## src/rtl/serial_rx_pkg.sv

```systemverilog
// Shared types and constants for the serial byte receiver.
// The PARITY state and parity helper exist only when SERIAL_RX_PARITY_EN is defined.
package serial_rx_pkg;

    localparam int MIN_CLKS_PER_BIT = 4;

    typedef enum logic [2:0] {
        IDLE,
        START,
        DATA,
`ifdef SERIAL_RX_PARITY_EN
        PARITY,
`endif
        STOP,
        WAIT_HIGH
    } rx_state_e;

`ifdef SERIAL_RX_PARITY_EN
    // Parity bit value that makes the total number of ones (data + parity) even.
    function automatic logic evenParityBit(input logic [7:0] bits);
        return ^bits;
    endfunction
`endif

endpackage

```

## src/rtl/rx_synchronizer.sv

```systemverilog
// Two-flop synchronizer for the asynchronous serial line.
// It resets to 1 so an idle line never looks like a start bit.
module rx_synchronizer (
    input  logic clk_i,
    input  logic rst_ni,
    input  logic data_i,
    output logic sync_o
);

    logic meta_q;
    logic sync_q;

    always_ff @(posedge clk_i or negedge rst_ni) begin
        if (!rst_ni) begin
            meta_q <= 1'b1;
            sync_q <= 1'b1;
        end else begin
            meta_q <= data_i;
            sync_q <= meta_q;
        end
    end

    assign sync_o = sync_q;

endmodule

```

## src/rtl/serial_byte_receiver.sv

```systemverilog
// 8N1 serial byte receiver, LSB first, mid-bit sampling with a restartable bit counter.
// Define SERIAL_RX_PARITY_EN to add an even-parity bit between bit 7 and the stop bit.
module serial_byte_receiver
    import serial_rx_pkg::*;
#(
    parameter int CLKS_PER_BIT = 16
) (
    input  logic       clock_in,
    input  logic       reset_N,
    input  logic       rx_in,
    output logic [7:0] data_out,
    output logic       valid_out,
    output logic       frame_err_out,
    output logic       busy_out
);

    localparam int                CNT_W   = $clog2(CLKS_PER_BIT);
    localparam logic [CNT_W-1:0]  HALF_M1 = CNT_W'(CLKS_PER_BIT / 2 - 1);
    localparam logic [CNT_W-1:0]  FULL_M1 = CNT_W'(CLKS_PER_BIT - 1);

    if (CLKS_PER_BIT < MIN_CLKS_PER_BIT || (CLKS_PER_BIT % 2) != 0) begin : gBadClksPerBit
        $error("CLKS_PER_BIT must be an even integer of at least 4");
    end

    logic rxS;

    rx_synchronizer uSync (
        .clk_i  (clock_in),
        .rst_ni (reset_N),
        .data_i (rx_in),
        .sync_o (rxS)
    );

    rx_state_e        state_q, state_d;
    logic [CNT_W-1:0] cnt_q, cnt_d;
    logic [2:0]       bitIdx_q, bitIdx_d;
    logic [7:0]       shift_q, shift_d;
    logic [7:0]       data_q, data_d;
    logic             valid_q, valid_d;
    logic             err_q, err_d;
    logic             parErr_q, parErr_d;

    always_ff @(posedge clock_in or negedge reset_N) begin
        if (!reset_N) begin
            state_q  <= IDLE;
            cnt_q    <= '0;
            bitIdx_q <= '0;
            shift_q  <= 8'h00;
            data_q   <= 8'h00;
            valid_q  <= 1'b0;
            err_q    <= 1'b0;
            parErr_q <= 1'b0;
        end else begin
            state_q  <= state_d;
            cnt_q    <= cnt_d;
            bitIdx_q <= bitIdx_d;
            shift_q  <= shift_d;
            data_q   <= data_d;
            valid_q  <= valid_d;
            err_q    <= err_d;
            parErr_q <= parErr_d;
        end
    end

    // The counter is held at 0 outside the timed states and cleared at every sample point.
    always_comb begin
        state_d  = state_q;
        cnt_d    = cnt_q + CNT_W'(1);
        bitIdx_d = bitIdx_q;
        shift_d  = shift_q;
        data_d   = data_q;
        valid_d  = 1'b0;
        err_d    = 1'b0;
        parErr_d = parErr_q;

        unique case (state_q)
            IDLE: begin
                cnt_d    = '0;
                parErr_d = 1'b0;
                if (!rxS) begin
                    state_d = START;
                end
            end
            START: begin
                if (cnt_q == HALF_M1) begin
                    cnt_d    = '0;
                    bitIdx_d = '0;
                    state_d  = rxS ? IDLE : DATA;
                end
            end
            DATA: begin
                if (cnt_q == FULL_M1) begin
                    cnt_d    = '0;
                    shift_d  = {rxS, shift_q[7:1]};
                    bitIdx_d = bitIdx_q + 3'd1;
                    if (bitIdx_q == 3'd7) begin
`ifdef SERIAL_RX_PARITY_EN
                        state_d = PARITY;
`else
                        state_d = STOP;
`endif
                    end
                end
            end
`ifdef SERIAL_RX_PARITY_EN
            PARITY: begin
                if (cnt_q == FULL_M1) begin
                    cnt_d    = '0;
                    parErr_d = (rxS != evenParityBit(shift_q));
                    state_d  = STOP;
                end
            end
`endif
            STOP: begin
                if (cnt_q == FULL_M1) begin
                    cnt_d = '0;
                    if (rxS && !parErr_q) begin
                        data_d  = shift_q;
                        valid_d = 1'b1;
                        state_d = IDLE;
                    end else begin
                        err_d   = 1'b1;
                        state_d = rxS ? IDLE : WAIT_HIGH;
                    end
                end
            end
            WAIT_HIGH: begin
                cnt_d = '0;
                if (rxS) begin
                    state_d = IDLE;
                end
            end
            default: begin
                cnt_d   = '0;
                state_d = IDLE;
            end
        endcase
    end

    assign data_out      = data_q;
    assign valid_out     = valid_q;
    assign frame_err_out = err_q;
    assign busy_out      = (state_q != IDLE);

endmodule

```

## config.mk

```make
export PLATFORM = sky130hd
export DESIGN_NAME = serial_byte_receiver
export DESIGN_NICKNAME = d
export VERILOG_FILES = /design/src/rtl/serial_rx_pkg.sv /design/src/rtl/rx_synchronizer.sv /design/src/rtl/serial_byte_receiver.sv
export SDC_FILE = /design/constraint.sdc
export NUM_CORES = 1
export LEC_CHECK = 0
export ABC_AREA = 1
export CORE_MARGIN = 1.5
export CORE_UTILIZATION = 35
export CTS_BUF_LIST = sky130_fd_sc_hd__clkbuf_2
export CTS_CLUSTER_DIAMETER = 30
export DETAILED_ROUTE_END_ITERATION = 7
export PLACE_DENSITY = 0.64
export SLEW_MARGIN = 15
export SYNTH_ARGS = -nofsm -noshare
export SYNTH_HDL_FRONTEND = slang
export SYNTH_SLANG_ARGS = --single-unit
```

## constraint.sdc

```tcl
create_clock -name clock_in -period 1.45 [get_ports clock_in]
set_clock_uncertainty 0.05 [all_clocks]
set_input_delay 0.29 -clock clock_in [delete_from_list [all_inputs] [get_ports clock_in]]
set_output_delay 0.29 -clock clock_in [all_outputs]
set_load 0.02 [all_outputs]
```

==> results.sh, run 1 <==
export IMPL_grtUsageTotal=0.1394
export IMPL_p_leak_nw=0.8780
export IMPL_start_util=0.3633
export IMPL_root_buffer="clkbuf_2"
export IMPL_switching_share=0.3117
export IMPL_hold_viol_final=0
export IMPL_grt_pass1_wl_um=4395
export IMPL_grt_max_degree=31
export IMPL_cts_sinks=30
export IMPL_numCtsBuffers=5
export IMPL_powerDensity_nw_per_um2=1446
export IMPL_post_dp_cell_area_um2=1589
export IMPL_drt_iter0_markers=49
export IMPL_die_w_um=64.41
export IMPL_setup_violations=1
export IMPL_synth_seq_cells=30
export IMPL_first_pass_iters=5
export IMPL_seq_area_frac_synth=0.5706
export IMPL_p_comb_frac=0.306
export IMPL_core_area_um2=3633
export IMPL_synth_distinct_cells=22
export IMPL_hold_class="input pin to async pin"
export IMPL_clk_latency_ns=0.37
export IMPL_violations="negative setup slack"
export IMPL_tritoncts="built"
export IMPL_cp_arrival_ns=1.13
export IMPL_min_period_over_period=1.012
export IMPL_p_int_mw=1.731
export IMPL_io_buffers=13
export IMPL_grt_setup_unrepaired="true"
export IMPL_fin_area_um2=1739
export IMPL_worst_slew_pin_slew_ns=0.2483
export IMPL_ir_drop_v=0.0005785
export IMPL_vias=1008
export IMPL_nets=183
export IMPL_critical_path_required_ns=1.11
export IMPL_cp_end_kind="primary output"
export IMPL_worstPathMaxFanout=2
export IMPL_final_fill_count=363
export IMPL_path_class="register to primary output"
export IMPL_drive_gt1_frac=0.3652
export IMPL_n_antenna_cell=0
export IMPL_fmax_ghz=0.6813
export IMPL_syn_area_per_cell_um2=9.296
export IMPL_die_h_um=64.41
export IMPL_antenna_found_initial=0
export IMPL_ant_nets=0
export IMPL_via_per_inst=4.460
export IMPL_wl_per_cell_um=10.99
export IMPL_power_mw=2.515
export IMPL_hold_slack_ns=0.1977
export IMPL_routabilityCongestion=0.8769
export IMPL_synthesis_area_um2=1320
export IMPL_grt_pass1_vias=1035
export IMPL_clockPowerShare=0.303
export IMPL_num_rows=22
export IMPL_reg2reg_depth=7
export IMPL_clk_path_buf_depth=2
export IMPL_status="finished with violations"
export IMPL_maxSlewHeadroom=0.8327
export IMPL_dpl_hpwl_um=1650
export IMPL_h_tree_depth=2
export IMPL_p_switching_uw=783.8
export IMPL_slowest_delay_ns=0.43
export IMPL_synth_nets=148
export IMPL_gr_total_overflow=0
export IMPL_cp_start_kind="register"
export IMPL_cp_slowest_cell="dfrtp_1"
export IMPL_syn_to_final_growth_pct=31.75
export IMPL_fin_ws_ns=-0.01779
export IMPL_pwr_share_seq=0.391
export IMPL_synthCells=142
export IMPL_maxCapViolCount=0
export IMPL_maxSlewViolCount=0
export IMPL_clk_pin_slew_ns=0.17
export IMPL_cp_cell_sequence="nor2_2 -> nand2_1 -> buf_6"
export IMPL_drcViolationCount=0
export IMPL_die_area_um2=4149
export IMPL_wl_um=2483
export IMPL_io_pins=14
export IMPL_yosysWarningCount=0
export IMPL_min_period_ns=1.468
cell type report:
| cell class | count | area, um^2 | share of cell area |
|---|---|---|---|
| Clock inverter | 3 | 63.81 | 0.03669 |
| Inverter | 17 | 63.81 | 0.03669 |
| Multi-Input combinational cell | 91 | 520.5 | 0.2993 |
| Tap cell | 48 | 60.06 | 0.03453 |
| Clock buffer | 5 | 25.02 | 0.01439 |
| Timing Repair Buffer | 32 | 252.7 | 0.1453 |
| Sequential cell | 30 | 753.2 | 0.4331 |
what timing repair did:
item	in CTS	in global routing
hold buffers	0	0
resized for setup	26	26
pin swaps	1	5
buffers inserted	0	8
endpoints found under the setup margin	16	27
cell usage in the layout, fill, tap and decap left out, drive strengths merged:
cell type      count
a31oi              1
and2               1
buf               21
bufinv             2
clkbuf            14
clkdlybuf4s50      2
clkinv             1
dfrtp             28
dfstp              2
ha                 3
inv               17
nand2             48
nand3              4
nand4              1
nor2              10
nor3               2
o21ai             20
xor2               1
flip-flops by register name, summed over array words and instances (netlist names):
register	count
bitIdx_q	3
cnt_q	4
data_out	8
frame_err_out	1
shift_q	8
state_q	3
uSync.meta_q	1
uSync.sync_o	1
valid_out	1
critical path, delay by kind of cell, from the launching register on:
family / cells / cell delay, ns
and+or+nand+nor: 2 / 0.19
DFF: 1 / 0.43
buffers and inverters: 1 / 0.13
path summary, 6_finish.rpt:
kind | to | slack, ns | start
worst min-delay path | state_q[2] | 0.20 | reset_N
min in group clock_in | uSync.meta_q | 0.26 | rx_in
max in group asynchronous | uSync.sync_o | 0.92 | reset_N
worst max register to register | data_out[1] | 0.07 | cnt_q[1]
worst min register to register | uSync.sync_o | 0.32 | uSync.meta_q
worst max-delay path | busy_out | -0.02 | state_q[1]
synthesized netlist by cell type, drive strengths merged:
cell type	number	area [um^2]
a31oi	1	6.260
and2	1	6.260
buf	4	28.78
dfrtp	28	700.7
dfstp	2	52.55
ha	3	37.54
inv	17	63.81
nand2	48	190.2
nand3	4	30.03
nand4	1	6.260
nor2	10	40.04
nor3	2	15.01
o21ai	20	133.9
xor2	1	8.760
kinds of logic (layout without fill, tap and decap cells):
kind of cell	after synthesis	in the layout	synth area share
adders and majority gates	3	3	0.02844
buffers and inverters	21	57	0.07014
and+or+nand+nor	66	66	0.2180
DFF	30	30	0.5706
xor gates and xnor gates	1	1	0.006636
AOI/OAI and AO/OA	21	21	0.1062
per-layer routing:
metal	vias to the layer above	track usage	wire length, um
li1	508	-	-
met4	0	0.05053	38
met1	476	0.1665	1136
met2	19	0.2240	1186
met5	-	0	0
met3	5	0.06076	121
through the flow:
stage | setup TNS (ns) | utilization | worst slack, ns | std cells
final | -0.01779 | 0.4787 | -0.01779 | 226
after global routing | -0.1177 | 0.4787 | -0.1177 | 226
after CTS | -0.05347 | 0.4618 | -0.05347 | 218
after detailed placement | 0 | 0.4373 | 0.005303 | 210
after global placement | 0 | 0.4373 | 0.03846 | 210
after floorplan | 0 | - | 0.07173 | 142
power groups by stage:
stage / Combinational [mW] / Sequential [mW] / Clock, mW
after floorplan: 0.375 / 0.977 / 0
after global placement: 0.579 / 0.974 / 0
after detailed placement: 0.617 / 0.980 / 0
after CTS: 0.613 / 0.970 / 0.778
final: 0.771 / 0.983 / 0.761
after global routing: 0.852 / 0.994 / 0.830
(Power assumes the default switching activity.)
==> run 2, diff against run 1 <==
Settings changed: CTS_BUF_LIST sky130_fd_sc_hd__clkbuf_2 to sky130_fd_sc_hd__clkbuf_8.
Clock period 1.45 ns to 1.22 ns, I/O delays scaled along.
==> results.sh, run 2 (synthesis gave the netlist of run 1 again) <==
export IMPL_violations="negative setup slack"
export IMPL_p_switching_mw=1.061
export IMPL_fin_area_um2=1962
export IMPL_grt_pass1_vias=1092
export IMPL_p_int_mw=2.284
export IMPL_h_tree_depth=2
export IMPL_grt_setup_unrepaired="true"
export IMPL_routabilityCongestion=0.8238
export IMPL_hold_buffers=0
export IMPL_grt_pass1_wl_um=4843
export IMPL_setup_violations=25
export IMPL_first_pass_iters=4
export IMPL_dpl_hpwl_um=1735
export IMPL_min_period_over_period=1.120
export IMPL_die_area_um2=4149
export IMPL_fin_ws_ns=-0.1467
export IMPL_hold_class="input pin to async pin"
export IMPL_regArea_um2=753.2
export IMPL_place_inst=218
export IMPL_min_period_ns=1.367
export IMPL_reg2reg_depth=7
export IMPL_vias=1066
export IMPL_hold_viol_final=0
export IMPL_p_comb_frac=0.342
export IMPL_cp_end_kind="register"
export IMPL_ant_nets=0
export IMPL_io_buffers=13
export IMPL_tritoncts="built"
export IMPL_start_util=0.3633
export IMPL_clockPowerShare=0.308
export IMPL_final_common_cell="dfrtp_1"
export IMPL_grt_max_degree=31
export IMPL_core_area_um2=3633
export IMPL_drive_gt1_frac=0.5435
export IMPL_num_rows=22
export IMPL_clk_latency_ns=0.28
export IMPL_path_class="register to register"
export IMPL_via_per_inst=4.595
export IMPL_wl_um=2852
export IMPL_powerDensity_nw_per_um2=1705
export IMPL_final_cell_mix="28 x dfrtp_1, 26 x nand2_1, 17 x nand2_2, 17 x buf_4, 15 x o21ai_2"
export IMPL_fmax_ghz=0.7317
export IMPL_drcViolationCount=0
export IMPL_pwr_share_seq=0.349
export IMPL_grtUsageTotal=0.1570
export IMPL_root_buffer="clkbuf_8"
export IMPL_critical_path_required_ns=1.34
export IMPL_wl_per_cell_um=12.29
export IMPL_worst_slew_pin_slew_ns=0.2434
export IMPL_dp_slack_ns=-0.1952
export IMPL_maxSlewViolCount=0
export IMPL_regToRegStartpoint="state_q[1]"
export IMPL_cts_sinks=30
export IMPL_clk_path_buf_depth=2
export IMPL_power_mw=3.344
export IMPL_multiInputGateArea_um2=639.4
export IMPL_worstPathMaxFanout=17
export IMPL_antenna_found_initial=0
export IMPL_maxCapViolCount=0
export IMPL_ir_drop_v=0.0007634
export IMPL_nets=189
export IMPL_worst_r2r_endpoint="data_out[5]"
export IMPL_finalNonFillerCells=232
export IMPL_cp_arrival_ns=1.49
export IMPL_die_w_um=64.41
export IMPL_maxSlewHeadroom=0.8360
export IMPL_clk_pin_slew_ns=0.06
export IMPL_io_pins=14
export IMPL_n_antenna_cell=0
export IMPL_gr_total_overflow=0
export IMPL_drt_iter0_markers=44
export IMPL_cp_start_kind="register"
export IMPL_numCtsBuffers=5
export IMPL_die_h_um=64.41
export IMPL_final_fill_count=343
export IMPL_post_dp_cell_area_um2=1657
export IMPL_p_leak_nw=0.9793
export IMPL_status="finished with violations"
export IMPL_reg2reg_slack_ns=-0.15
export IMPL_syn_to_final_growth_pct=48.63
export IMPL_switching_share=0.3172
## run 2: per-stage QoR
step / util / hold WS (ns) / setup TNS [ns]
finish: 0.5399 / 0.2702 / -2.400
global route: 0.5399 / 0.2802 / -4.269
CTS: 0.5114 / 0.2709 / -2.604
detailed placement: 0.4559 / 0.3035 / -3.784
global placement: 0.4559 / 0.2967 / -2.887
floorplan: - / -0.1016 / -0.9769
## run 2: critical path, stage by stage, from the launching register on
cell     delay [ns]
dfrtp_1        0.36
buf_4          0.18
nand2_2        0.10
nor3_4         0.19
nand2_2        0.09
buf_12         0.16
nand2_1        0.07
o21ai_2        0.05
## run 2: area by class of cell
cell class                 count  share of cell area
timing repair buffer          38              0.1677
multi-input combinational     91              0.3259
tap                           48             0.03061
clock buffer                   6             0.04209
inverter                      17             0.03253
clock inverter                 2             0.01722
sequential                    30              0.3839
## run 2: layer usage
layer	GRT usage	up-vias	share of wire	wire length [um]
met5	0	-	0	0
met4	0.06383	0	0.017	48
met3	0.06424	5	0.039	111
met2	0.2695	13	0.53	1514
met1	0.1721	520	0.41	1177
li1	-	528	-	-
## run 2: timing repair
action	4_1_cts	5_1_grt
buffers inserted	1	3
endpoints found under the setup margin	36	28
gates resized for setup	74	30
gates cloned	2	0
pin swaps	9	9
## run 2: power by group through the flow
| stage | Sequential (mW) | Clock (mW) | Combinational [mW] |
|---|---|---|---|
| final | 1.17 | 1.03 | 1.15 |
| after global routing | 1.18 | 1.11 | 1.24 |
| after CTS | 1.17 | 1.06 | 0.920 |
| after detailed placement | 1.16 | 0 | 0.801 |
| after global placement | 1.16 | 0 | 0.782 |
| after floorplan | 1.16 | 0 | 0.462 |
## run 2: worst max-delay path by stage
stage	depth (start not counted)	to	slack (ns)	from
floorplan	7	data_out[7]	-0.15	cnt_q[0]
global placement	3	busy_out	-0.16	state_q[1]
detailed placement	6	shift_q[6]	-0.20	state_q[0]
CTS	7	data_out[5]	-0.16	cnt_q[0]
global route	7	data_out[5]	-0.22	cnt_q[0]
finish	7	data_out[5]	-0.15	state_q[1]
==> run 3, diff against run 2 <==
Settings changed: CORE_UTILIZATION 35 to 47, PLACE_DENSITY 0.64 to 0.79.
==> results.sh, run 3 (synthesis gave the netlist of run 1 again) <==
export IMPL_status="finished with violations"
export IMPL_violations="negative setup slack"
export IMPL_cp_end_kind="register"
export IMPL_fmax_ghz=0.6983
export IMPL_grtUsageTotal=0.2050
export IMPL_maxCapViolCount=0
export IMPL_routabilityCongestion=0.7000
export IMPL_setup_violations=27
export IMPL_min_period_ns=1.432
export IMPL_cp_arrival_ns=1.61
export IMPL_hold_class="input pin to async pin"
export IMPL_dr_wl_met3_um=124
export IMPL_worst_r2r_endpoint="state_q[1]"
export IMPL_via_per_inst=5.019
export IMPL_root_buffer="clkbuf_8"
export IMPL_powerDensity_nw_per_um2=1624
export IMPL_tritoncts="built"
export IMPL_ir_drop_v=0.001313
export IMPL_core_area_um2=2710
export IMPL_wl_um=2833
export IMPL_h_tree_depth=2
export IMPL_critPathBufInv=2
export IMPL_num_rows=19
export IMPL_path_delay_family="simple AND/OR/NAND/NOR gates"
export IMPL_die_area_um2=3135
export IMPL_reg2reg_depth=10
export IMPL_final_common_cell="dfrtp_1"
export IMPL_first_pass_iters=4
export IMPL_fin_ws_ns=-0.2120
export IMPL_critical_path_required_ns=1.39
export IMPL_worstPathMaxFanout=4
export IMPL_die_h_um=56.00
export IMPL_topRoutingLayerUsed="met4"
export IMPL_crit_start="cnt_q[0]"
export IMPL_regToRegStartpoint="cnt_q[0]"
export IMPL_fin_area_um2=1868
export IMPL_met1_length_um=1144
export IMPL_gr_total_overflow=0
export IMPL_post_dp_cell_area_um2=1613
export IMPL_drive_gt1_frac=0.5165
export IMPL_hold_buffers=0
export IMPL_maxSlewViolCount=0
export IMPL_drt_iter0_markers=16
export IMPL_slowest_delay_ns=0.39
export IMPL_n_antenna_cell=0
export IMPL_wl_per_cell_um=13.30
export IMPL_vias=1069
export IMPL_grt_pass1_wl_um=4878
export IMPL_grt_max_degree=31
export IMPL_met2_length_um=1500
export IMPL_grt_pass1_vias=1159
export IMPL_power_mw=3.033
export IMPL_ant_nets=0
export IMPL_die_w_um=56.00
export IMPL_path_class="register to register"
export IMPL_antenna_found_initial=0
export IMPL_maxSlewHeadroom=0.8230
export IMPL_nets=187
export IMPL_cp_start_kind="register"
export IMPL_min_period_over_period=1.174
export IMPL_cts_sinks=30
export IMPL_clk_pin_slew_ns=0.06
export IMPL_clk_latency_ns=0.28
export IMPL_final_cell_mix="28 x dfrtp_1, 26 x nand2_1, 18 x nand2_2"
export IMPL_hold_viol_final=0
export IMPL_clk_path_buf_depth=2
export IMPL_numCtsBuffers=5
export IMPL_cp_cell_sequence="ha_4 -> buf_6 -> nand2_2 -> inv_2 -> nand2_2 -> nand2_4 -> nand2_4 -> nor2_1 -> nand2_1 -> nand2_1"
export IMPL_grt_setup_unrepaired="true"
export IMPL_io_buffers=13
export IMPL_cp_slowest_cell="dfrtp_1"
export IMPL_drcViolationCount=0
export IMPL_dpl_hpwl_um=1795
export IMPL_final_fill_count=205
export IMPL_start_util=0.4871
export IMPL_reg2reg_slack_ns=-0.21
export IMPL_worst_slew_pin_slew_ns=0.2627
export IMPL_p_leak_nw=0.9559
export IMPL_syn_to_final_growth_pct=41.52
export IMPL_io_pins=14
[run 3: changes by cell type in the layout (fill, tap and decap cells not counted), sizes merged]
cell and change:
buf -2, bufinv -1, clkbuf +1, clkdlybuf4s15 -1, clkinv +1
[run 3: cell type report]
cell class              instances  area (um^2)  share of cell area
clock buffers                   6        82.58             0.04421
clock inverters                 2        8.758            0.004689
inverters                      17        63.81             0.03416
multi-input cells              91        616.8              0.3302
flip-flops and latches         30        753.2              0.4032
well taps                      31        38.79             0.02076
repair buffers                 36        304.0              0.1628
[run 3: routing by layer]
metal,vias up,global-route usage
met1,522,0.2419
met4,0,0.09864
met2,20,0.3361
met3,7,0.06744
li1,520,-
met5,-,0
[run 3: repair_timing]
item,in CTS,in global routing
gates resized for setup,57,42
buffers inserted,3,3
setup endpoints to repair,36,31
pin swaps,13,6
cloned,1,0
[run 3: stage by stage]
step                utilization  hold WS (ns)  TNS [ns]  worst slack, ns  std cells
finish                   0.6893        0.2671    -3.185          -0.2120        213
global route             0.6893        0.2834    -4.942          -0.3104        213
CTS                      0.6514        0.2707    -3.115          -0.1758        210
detailed placement       0.5951        0.3029    -3.437          -0.2205        198
global placement         0.5951        0.2961    -2.320          -0.1394        198
floorplan                     -       -0.1016   -0.9769          -0.1472        142
[run 3: report_power, final]
group | internal, mW | switching, mW
Clock | 0.445 | 0.358
Sequential | 1.08 | 0.0928
Combinational | 0.494 | 0.558
[run 3: worst register-to-register path: stages (launching register included)]
cell     delay (ns)
dfrtp_1        0.39
ha_4           0.18
buf_6          0.10
nand2_2        0.05
inv_2          0.07
nand2_2        0.08
nand2_4        0.10
nand2_4        0.07
nor2_1         0.14
nand2_1        0.09
nand2_1        0.06
[run 3: worst max path at each step]
stage	slack [ns]	end	cells past startpoint
floorplan	-0.15	data_out[7]	7
CTS	-0.18	data_out[0]	7
global route	-0.31	state_q[1]	10
finish	-0.21	state_q[1]	10
detailed placement	-0.22	data_out[4]	7
global placement	-0.14	busy_out	3
==> edit 1, RTL diff (config.mk and constraints of run 2) <==
Register the input `rx_in` before use, cleared by the reset. The logic sees it one clock later.
--- a/src/rtl/serial_byte_receiver.sv
+++ b/src/rtl/serial_byte_receiver.sv
@@ -18,6 +18,16 @@
     localparam logic [CNT_W-1:0]  HALF_M1 = CNT_W'(CLKS_PER_BIT / 2 - 1);
     localparam logic [CNT_W-1:0]  FULL_M1 = CNT_W'(CLKS_PER_BIT - 1);
 
+    logic rx_q;
+
+    always_ff @(posedge clock_in or negedge reset_N) begin
+        if (!reset_N) begin
+            rx_q <= '0;
+        end else begin
+            rx_q <= rx_in;
+        end
+    end
+
     if (CLKS_PER_BIT < MIN_CLKS_PER_BIT || (CLKS_PER_BIT % 2) != 0) begin : gBadClksPerBit
         $error("CLKS_PER_BIT must be an even integer of at least 4");
     end
@@ -27,7 +37,7 @@
     rx_synchronizer uSync (
         .clk_i  (clock_in),
         .rst_ni (reset_N),
-        .data_i (rx_in),
+        .data_i (rx_q),
         .sync_o (rxS)
     );
 
Check against the original RTL: not equivalent (a bounded check fails within 4 cycles, from zero or initial values and one cycle with reset_N low).
==> edit 1 against run 2 <==
The run still ends with negative setup slack left; total power decreased by 8.6%; clock power decreased by 24%; critical endpoint is now shift_q[5]$_DFFE_PN0P_; largest power group unchanged; sequential power increased by 3%; synthesized area increased by 1.9%; count of clock-buffer cells in the layout decreased by 1; routed wire length increased by 4.6%; critical path type unchanged; setup slack got worse by 0.031 ns; sequential cell count increased by 1; final area increased by 1.8%; combinational power decreased by 8%.
==> edit 1: results <==
{
  "setup_viol": 26,
  "synthAdderAreaFrac_pct": 2.79,
  "final.setup.tns_ns": -3.70,
  "cpPeakStageDelay_ns": 0.40,
  "pwr-share-comb_pct": 34.8,
  "final-instance-count-excl-fill": 234,
  "synth-seq-area-share_pct": 57.9,
  "clock_power_uw": 787,
  "p_switching_uw": 1050,
  "fillers": 346,
  "totalWireLength_mm": 2.98,
  "relSlewSlack_pct": 79.4,
  "drive_above_1_share_pct": 58.1,
  "drt_iter0_markers": 40,
  "cts_resized": 83,
  "ys_top_cells_by_count": "nand2_1, dfrtp_1, inv_1",
  "outcome": "finished, violations left",
  "worstPathMaxFanout": 5,
  "violations": "negative setup slack",
  "synth_compound_area_share_pct": 10.4,
  "grt_start_max_net_pins": 32,
  "cpLargestDelayFamily": "flip-flops",
  "avgSynthCellArea_um2": 9.41,
  "wl_met1_mm": 1.23,
  "fin_ws_ns": -0.177
}
[edit 1: cell count changes in the layout (fill, tap and decap cells not counted), sizes merged]
cell                  run 2  this run
buf                      34        35
clkdlybuf4s15             2         1
dfrtp                    28        29
bufinv                    1         0
clkinv                    0         1
clkinvlp                  0         1
[edit 1: worst register-to-register path, delay by kind of cell, from the launching register on]
family                   cells  cell delay, ns
AND/OR/NAND/NOR              3            0.33
adder cells (fa/ha/maj)      1            0.18
flip-flops                   1            0.40
buffers and inverters        2            0.32
AO/OA/AOI/OAI                1            0.05
[edit 1: path summary, 6_finish.rpt]
check,endpoint,startpoint
min,cnt_q[1]$_DFF_PN0_,reset_N
min reg2reg,uSync.meta_q$_DFF_PN1_,rx_q$_DFF_PN0_
max reg2reg,shift_q[5]$_DFFE_PN0P_,cnt_q[1]$_DFF_PN0_
max,shift_q[5]$_DFFE_PN0P_,cnt_q[1]$_DFF_PN0_
min in group clock_in,uSync.meta_q$_DFF_PN1_,rx_q$_DFF_PN0_
max in group asynchronous,uSync.sync_o$_DFF_PN1_,reset_N
[edit 1: per-layer routing]
layer / GRT usage, % / vias up
met2: 28.7 / 18
met3: 3.99 / 5
met1: 19.7 / 543
met4: 8.78 / 0
li1: - / 530
met5: 0 / -
[edit 1: area by class of cell]
type	count	share of cell area (%)
Inverter	17	3.19
Tap cell	48	3.01
Timing Repair Buffer	39	17.7
Clock buffer	5	3.44
Multi-Input combinational cell	91	32.9
Clock inverter	3	0.814
Sequential cell	31	38.9
[edit 1: logic make-up (layout without fill, tap and decap cells)]
| family | after synthesis | count (layout) |
|---|---|---|
| compound gates | 21 | 21 |
| simple gates | 66 | 66 |
| flops | 31 | 31 |
| xor+xnor | 1 | 1 |
| fa+ha+maj | 3 | 3 |
| buf+inv | 21 | 64 |
==> edit 2, RTL diff (flow settings as in run 2) <==
Made on the original files. Change the parameter `CLKS_PER_BIT` from 16 to 8.
--- a/src/rtl/serial_byte_receiver.sv
+++ b/src/rtl/serial_byte_receiver.sv
@@ -3,7 +3,7 @@
 module serial_byte_receiver
     import serial_rx_pkg::*;
 #(
-    parameter int CLKS_PER_BIT = 16
+    parameter int CLKS_PER_BIT = 8
 ) (
     input  logic       clock_in,
     input  logic       reset_N,
Behaviour: not the same (a bounded check fails within 10 cycles, from zero or initial values and one cycle with reset_N low).
==> edit 2 against run 2 <==
The run still ends with negative setup slack left; global-route usage decreased by 1.4 points; final area is essentially flat; routed wire length is 2.1% higher; sequential cell count decreased by 1; sequential share of layout area decreased by 1.2 points; highest routed layer unchanged; via count up 3.6%; total power rose by 16%; largest power group is now combinational logic; die area increased by 4.1%; setup slack got worse by 0.058 ns; clock power fell by 27%; synthesized area increased by 4.3%.
==> edit 2: results <==
{
  "outcome": "finished, violations left",
  "violations": "negative setup slack",
  "synth_flop_cell": "dfrtp_1",
  "hold_class": "in -> async",
  "path_clk_slew_ns": 0.06,
  "worstPathMaxFanout": 3,
  "setup_viol": 24,
  "hold_slack_ns": 0.269,
  "diodes": 0,
  "clk_path_buf_depth": 2,
  "synth_compound_area_share_pct": 9.27,
  "syn_inst": 150,
  "p_switching_uw": 1550,
  "cts-root-buf": "clkbuf_8",
  "htreeDepth": 2,
  "fin_nets": 199,
  "yosys.area_share.xor_xnor_pct": 0,
  "fin_ws_ns": -0.205,
  "cp.arrival_ns": 1.60,
  "finalWeightedCongestion": 0.802,
  "clock_latency_ns": 0.29,
  "drt_iter0_markers": 58,
  "synth_mux_area_share_pct": 0,
  "antenna_found_initial": 0,
  "final.setup.tns_ns": -2.27,
  "first_pass_iters": 4,
  "rr_worst_depth": 9,
  "p_leak_uw": 0.000935,
  "regToRegEndpoint": "state_q[2]$_DFFE_PN0P_",
  "wl_per_cell_um": 12.2,
  "synth-seq-area-share_pct": 52.9,
  "ir_drop_v": 0.000926,
  "ys_warn_count": 0,
  "drive_above_1_share_pct": 48.4,
  "place_inst": 225,
  "slowest_stage": "dfrtp_1",
  "cpPeakStageDelay_ns": 0.41,
  "viasPerCell": 4.64,
  "track_usage_pct": 14.3,
  "relSlewSlack_pct": 82.9,
  "grt_start_max_net_pins": 30,
  "final-instance-count-excl-fill": 238,
  "ys_top_cells_by_count": "nand2_1, dfrtp_1, inv_1",
  "async_flop_share_pct": 100,
  "cpLargestDelayFamily": "simple AND/OR/NAND/NOR gates",
  "numCtsBuffers": 5,
  "dpl.hpwl_mm": 1.78,
  "syn-num-nets": 160,
  "grt_pass1_wl_mm": 4.40,
  "port_buffers": 13,
  "r2r-start": "state_q[2]$_DFFE_PN0P_",
  "synthAdderAreaFrac_pct": 6.36,
  "synth.area.top_cells": "dfrtp_1, nand2_1, ha_1",
  "grt_pass1_vias": 1066
}
[edit 2: cell types whose count changed in the layout (fill, tap and decap cells not counted), moves of 4 or more]
| cell | before | now |
|---|---|---|
| buf_6 | 7 | 3 |
| nand2_2 | 17 | 13 |
| nand3_4 | 1 | 5 |
| nor2_1 | 4 | 8 |
| o21ai_0 | 1 | 6 |
| o21ai_2 | 15 | 7 |
[edit 2: layout make-up]
cell class / count / area (um^2)
multi-input combinational: 95 / 718
tap: 48 / 60.1
inverter: 24 / 95.1
clock inverter: 3 / 13.8
fill: 322 / 1750
clock buffer: 5 / 68.8
sequential: 29 / 729
timing repair buffer: 34 / 278
[edit 2: power by group through the flow]
stage | sequential [uW] | clock (uW) | combinational, uW
floorplan | 1200 | 0 | 882
global placement | 1180 | 0 | 1340
detailed placement | 1200 | 0 | 1380
CTS | 1180 | 771 | 1420
global route | 1200 | 822 | 2090
finish | 1190 | 750 | 1930
[edit 2: cell families after synthesis]
group | after synthesis
adders and majority gates | 7
and+or+nand+nor | 68
DFF | 29
buffers and inverters | 27
AOI/OAI and AO/OA | 19
[edit 2: how the worst max path moves through the flow]
stage | cells after the start | slack [ns] | from | to
after floorplan | 8 | -0.05 | cnt_q[0]$_DFF_PN0_ | state_q[1]$_DFFE_PN0P_
after global placement | 3 | -0.14 | state_q[0]$_DFFE_PN0P_ | busy_out
after detailed placement | 9 | -0.16 | state_q[2]$_DFFE_PN0P_ | bitIdx_q[0]$_DFFE_PN0P_
after CTS | 7 | -0.15 | cnt_q[0]$_DFF_PN0_ | state_q[2]$_DFFE_PN0P_
after global routing | 9 | -0.28 | state_q[2]$_DFFE_PN0P_ | state_q[2]$_DFFE_PN0P_
final | 9 | -0.20 | state_q[2]$_DFFE_PN0P_ | state_q[2]$_DFFE_PN0P_
[edit 2: stage by stage]
step | instance area, um^2 | worst slack [ns]
after global placement | 1740 | -0.145
after CTS | 1830 | -0.151
after global routing | 1960 | -0.278
after detailed placement | 1740 | -0.156
after floorplan | 1440 | -0.0536
final | 1960 | -0.205
[edit 2: routing by layer]
| layer | share of wire (%) | GRT usage (%) | routed length (um) |
|---|---|---|---|
| met1 | 41 | 14.9 | 1180 |
| met2 | 50 | 22.7 | 1450 |
| met3 | 5.4 | 6.16 | 157 |
| met4 | 4.1 | 10.7 | 120 |
| met5 | 0 | 0 | 0 |
[edit 2: what timing repair did]
| item | CTS | global route |
|---|---|---|
| gates resized for setup | 48 | 33 |
| cloned | 1 | 0 |
| pin swaps | 3 | 13 |
| setup endpoints to repair | 36 | 30 |
| setup buffers | 1 | 4 |
